<file path="src/rtl/digest_serializer.sv">
// digest_serializer: splits one wide, byte-qualified hash digest into a
// multi-beat AXI-Stream packet on a narrower bus, low bytes first.
// One digest is held at a time; the input is only ready while idle.
module digest_serializer #(
  parameter int S_AXIS_DATA_WIDTH  = 512,
  parameter int M_AXIS_DATA_WIDTH  = 64,
  parameter int S_AXIS_TUSER_WIDTH = 128,
  parameter int M_AXIS_TUSER_WIDTH = 128
) (
  input  logic                            axi_aclk,
  input  logic                            reset,
  input  logic [S_AXIS_DATA_WIDTH-1:0]    s_axis_tdata,
  input  logic [S_AXIS_DATA_WIDTH/8-1:0]  s_axis_tkeep,
  input  logic [S_AXIS_TUSER_WIDTH-1:0]   s_axis_tuser,
  input  logic                            s_axis_tvalid,
  input  logic                            s_axis_tlast,
  output logic                            s_axis_tready,
  output logic [M_AXIS_DATA_WIDTH-1:0]    m_axis_tdata,
  output logic [M_AXIS_DATA_WIDTH/8-1:0]  m_axis_tkeep,
  output logic [M_AXIS_TUSER_WIDTH-1:0]   m_axis_tuser,
  output logic                            m_axis_tvalid,
  input  logic                            m_axis_tready,
  output logic                            m_axis_tlast
);

  localparam int OB     = M_AXIS_DATA_WIDTH / 8;
  localparam int SB     = S_AXIS_DATA_WIDTH / 8;
  localparam int NB_MAX = S_AXIS_DATA_WIDTH / M_AXIS_DATA_WIDTH;
  localparam int LW     = $clog2(SB + 1);
  localparam int BW     = $clog2(NB_MAX) + 1;

  typedef enum logic [1:0] {IDLE, SEND, SKIP} state_t;

  state_t                         state, state_n;
  logic [S_AXIS_DATA_WIDTH-1:0]   digest_q, digest_n;
  logic [S_AXIS_DATA_WIDTH-1:0]   din_masked;
  logic [LW-1:0]                  len_q, len_n, len_in;
  logic [BW-1:0]                  beat_q, beat_n;
  logic                           s_tready_n, m_tvalid_n, m_tlast_n;
  logic [M_AXIS_DATA_WIDTH-1:0]   m_tdata_n;
  logic [OB-1:0]                  m_tkeep_n;
  logic [M_AXIS_TUSER_WIDTH-1:0]  m_tuser_n;

  // Every accepted beat is a whole digest, so tlast carries no information.
  logic unused_tlast;
  assign unused_tlast = s_axis_tlast;

  // Keep mask of beat k for a digest of len bytes.
  function automatic logic [OB-1:0] beat_keep(input logic [BW-1:0] k, input logic [LW-1:0] len);
    logic [OB-1:0] kp;
    for (int i = 0; i < OB; i++) kp[i] = (int'(k) * OB + i) < int'(len);
    return kp;
  endfunction

  // Beat k is last once it covers the final valid byte.
  function automatic logic beat_last(input logic [BW-1:0] k, input logic [LW-1:0] len);
    return ((int'(k) + 1) * OB) >= int'(len);
  endfunction

  // Digest length is the keep popcount; a gappy keep only affects the count.
  always_comb begin
    len_in = '0;
    for (int i = 0; i < SB; i++) len_in = len_in + LW'(s_axis_tkeep[i]);
  end

  // Zero bytes past len at capture so beats never leak stale upper bytes.
  always_comb begin
    din_masked = '0;
    for (int i = 0; i < SB; i++)
      din_masked[i*8 +: 8] = (i < int'(len_in)) ? s_axis_tdata[i*8 +: 8] : 8'h00;
  end

  // Next-state and next-output logic; every register holds unless changed.
  always_comb begin
    state_n    = state;
    digest_n   = digest_q;
    len_n      = len_q;
    beat_n     = beat_q;
    s_tready_n = s_axis_tready;
    m_tvalid_n = m_axis_tvalid;
    m_tlast_n  = m_axis_tlast;
    m_tdata_n  = m_axis_tdata;
    m_tkeep_n  = m_axis_tkeep;
    m_tuser_n  = m_axis_tuser;
    case (state)
      IDLE: begin
        if (s_axis_tvalid) begin
          digest_n   = din_masked;
          len_n      = len_in;
          beat_n     = '0;
          s_tready_n = 1'b0;
          if (len_in == '0) begin
            // Empty digest: burn one cycle so ready returns two edges later.
            state_n = SKIP;
          end else begin
            state_n    = SEND;
            m_tvalid_n = 1'b1;
            m_tdata_n  = din_masked[M_AXIS_DATA_WIDTH-1:0];
            m_tkeep_n  = beat_keep('0, len_in);
            m_tlast_n  = beat_last('0, len_in);
            m_tuser_n  = s_axis_tuser;
          end
        end
      end
      SEND: begin
        if (m_axis_tready) begin
          if (m_axis_tlast) begin
            state_n    = IDLE;
            m_tvalid_n = 1'b0;
            m_tlast_n  = 1'b0;
            s_tready_n = 1'b1;
          end else begin
            beat_n    = beat_q + 1'b1;
            m_tdata_n = digest_q[int'(beat_n) * M_AXIS_DATA_WIDTH +: M_AXIS_DATA_WIDTH];
            m_tkeep_n = beat_keep(beat_n, len_q);
            m_tlast_n = beat_last(beat_n, len_q);
          end
        end
      end
      SKIP: begin
        state_n    = IDLE;
        s_tready_n = 1'b1;
      end
      default: state_n = IDLE;
    endcase
  end

  // State and registered outputs; reset drops any digest in flight.
  always_ff @(posedge axi_aclk) begin
    if (reset) begin
      state         <= IDLE;
      digest_q      <= '0;
      len_q         <= '0;
      beat_q        <= '0;
      s_axis_tready <= 1'b1;
      m_axis_tvalid <= 1'b0;
      m_axis_tlast  <= 1'b0;
      m_axis_tdata  <= '0;
      m_axis_tkeep  <= '0;
      m_axis_tuser  <= '0;
    end else begin
      state         <= state_n;
      digest_q      <= digest_n;
      len_q         <= len_n;
      beat_q        <= beat_n;
      s_axis_tready <= s_tready_n;
      m_axis_tvalid <= m_tvalid_n;
      m_axis_tlast  <= m_tlast_n;
      m_axis_tdata  <= m_tdata_n;
      m_axis_tkeep  <= m_tkeep_n;
      m_axis_tuser  <= m_tuser_n;
    end
  end

`ifndef SYNTHESIS
  // Upstream must present keep as a contiguous run starting at byte 0.
  keep_contiguous: assert property (@(posedge axi_aclk) disable iff (reset)
    (s_axis_tvalid && s_axis_tready) |-> ((s_axis_tkeep & (s_axis_tkeep + SB'(1))) == '0));
`endif

endmodule

</file>
<file path="config.mk">
export PLATFORM = sky130hd
export DESIGN_NAME = digest_serializer
export DESIGN_NICKNAME = d
export VERILOG_FILES = /design/src/rtl/digest_serializer.sv
export SDC_FILE = /design/constraint.sdc
export NUM_CORES = 2
export LEC_CHECK = 0
export ABC_AREA = 1
export CAP_MARGIN = 20
export CORE_AREA = 2 2 354 356
export CTS_CLUSTER_DIAMETER = 40
export DETAILED_ROUTE_END_ITERATION = 12
export DIE_AREA = 0 0 356 358
export DONT_BUFFER_PORTS = 1
export PLACE_DENSITY = 0.47
export REMOVE_ABC_BUFFERS = 1
export SLEW_MARGIN = 20
export SYNTH_ARGS = -nofsm -noshare
export SYNTH_HDL_FRONTEND = slang
export SYNTH_SLANG_ARGS = --single-unit
export TNS_END_PERCENT = 5
</file>
<file path="constraint.sdc">
create_clock -name axi_aclk -period 6.8 [get_ports axi_aclk]
set_input_delay 0.68 -clock axi_aclk [delete_from_list [all_inputs] [get_ports axi_aclk]]
set_output_delay 0.68 -clock axi_aclk [all_outputs]
set_load 0.03 [all_outputs]
</file>
==> metrics.txt <==
antenna violations before repair 64; internal reg-to-reg setup slack about 2.4 ns; overall routing resource usage 25.6%; number of port buffers 0; Worst-path clk slew around 0.06 ns; DP Area approximately 37000 µm²; Ports 912; maximum clock frequency around 150 MHz; most frequent CP cell fa_1; Row Count 129; TritonCTS clock tree done; die area 127000 µm²; Setup Viol. Count Final 0; Largest delay share family, worst path adder cells; FILL cells about 13k; CTS HTree Levels 4; Post-Syn Area about 34000 µm²; synthesized flop and latch total between 700 and 800; synthesized instance count ~4.7k; max cap viols 0; Die Height 358 µm; Hold Crit Start s_axis_tdata[81]; core area ~120000 µm²; vias about 36k; Max stage delay on crit path 0.55 ns; post-route ant nets 0; Syn Area/Cell 7.18 µm²; Util after Layout between 30% and 40%; CP bufs+invs 9; Rel. slew slack between 20% and 30%; slowest CP cell fa_1; gr ovfl total 0; initial core utilization around 28%; most frequent cells in the layout nor2_1 (752), nand2_1 (748), dfxtp_1 (727), a21oi_1 (533), o21ai_0 (474); RR Startpoint beat_q[0]; leading area contributor after synthesis dfxtp_1; yosys warns 0; Crit path required time 7.53 ns; Worst Setup SP s_axis_tkeep[53]; Worst Tran Pin Value about 1.1 ns; WP data arrival about 7.3 ns; DR DRC count 0; outcome finished, final reports clean; largest net degree at the start of global routing between 300 and 400; root buffer cell clkbuf_16; commonest non-fill, non-tap cell in the layout nor2_1; Initial DRC Count ~3k; Crit Path Class in -> reg; Routed WL 170000 µm; Seq/Total Area, Yosys a little over two fifths; Die W 356 µm; worst min path class in -> reg; buffer count from post-CTS setup fixing 0; share of layout cells above drive strength 1 a little over a tenth; wire length per cell between 20 and 25 µm; Synth top area share about 43%; clk buf depth 3; vias in the first global route around 35k; synth unique cells 33; final period utilization a little over nine tenths; final setup skew between 0.07 and 0.08 ns; Vias/cell roughly 5.3; final std cell area, no fill 45500 µm²; first-pass GRT wire length about 240000 µm; final setup TNS 0 ns; Area contributors post-synth dfxtp_1 (43%), nor2_1 (8.3%), nand2_1 (8.3%); Routability Congestion 0.879; crit-path max FO 10; Worst-Skew Late Latency 0.82 ns; dpl hpwl between 100000 and 150000 µm; minimum clock period between 6 and 7 ns; clk sinks ~730; Final #Nets 5810; CTS buffer count approximately 150; CP endpoint kind register; Area Growth Syn to Fin 34.1%; count of final hold-check violations 0; Slew Viols, Final 0; DRT Pass-1 Iters 8; CP Launch Type primary input
-- layout make-up --
cell class	count	area (µm²)	share of cell area, %
multi-input combinational	3389	17100	37.6
clock buffer	183	3980	8.75
sequential	728	14600	32.0
antenna	37	92.6	0.203
clock inverter	88	1180	2.60
timing repair buffer	539	5700	12.5
inverter	213	832	1.83
tap	1637	2050	4.50
-- per-stage QoR --
stage / hold WS [ns] / cells / worst slack, ns
after global placement: 0.447 / 6203 / -0.775
after global routing: 0.0211 / 6807 / -0.000486
after detailed placement: 0.450 / 6203 / -0.747
final: 0.0562 / 6814 / 0.261
after floorplan: 0.436 / 4330 / -23.26
after CTS: 0.0000989 / 6772 / 0.111
-- metal layers --
layer / track usage (%) / part of all wire, % / vias to the layer above
li1: - / - / 16767
met1: 30.4 / 40 / 17263
met2: 42.8 / 48 / 1477
met3: 7.06 / 8.1 / 378
met4: 11.7 / 4.0 / 32
met5: 0 / 0.12 / -
-- cells by family after synthesis --
logic type | count (synthesis) | synth area share [%]
simple gates | 2124 | 27.0
buf+inv | 607 | 7.01
xor+xnor | 4 | 0.103
fa+ha+maj | 83 | 4.26
compound gates | 1178 | 18.7
flops | 728 | 42.9
-- cell usage after synthesis (all sizes together) --
library cell	count
a21oi	534
a31o	1
buf	106
clkbuf	288
clkinv	3
dfxtp	728
fa	54
ha	29
inv	210
nand2	756
nand3	307
nand3b	9
nand4	283
nor2	764
nor3	2
o211ai	30
o21a	1
o21ai	497
o221ai	82
o22ai	32
o31ai	1
or2	3
xnor2	2
xor2	2
-- final timing paths --
check                      to  cells after the start
min reg2reg     digest_q[172]                      2
min              digest_q[81]                      2
max          m_axis_tuser[79]                     25
max reg2reg  m_axis_tdata[46]                     10
-- state kept, by name, summed over array words and instances (netlist names) --
register / cells
m_axis_tuser: 128
digest_q: 512
m_axis_tkeep: 8
m_axis_tlast: 1
m_axis_tdata: 64
s_axis_tready: 1
m_axis_tvalid: 1
state: 2
len_q: 7
beat_q: 4
-- what timing repair did --
item                                    CTS  global route
hold buffers                            298             1
resized for setup                         0             7
endpoints found under the hold margin   359             1
endpoints found under the setup margin    0            77
Power is not shown: default switching activity piles up to over one toggle a cycle in this logic, so the estimate is an artifact.
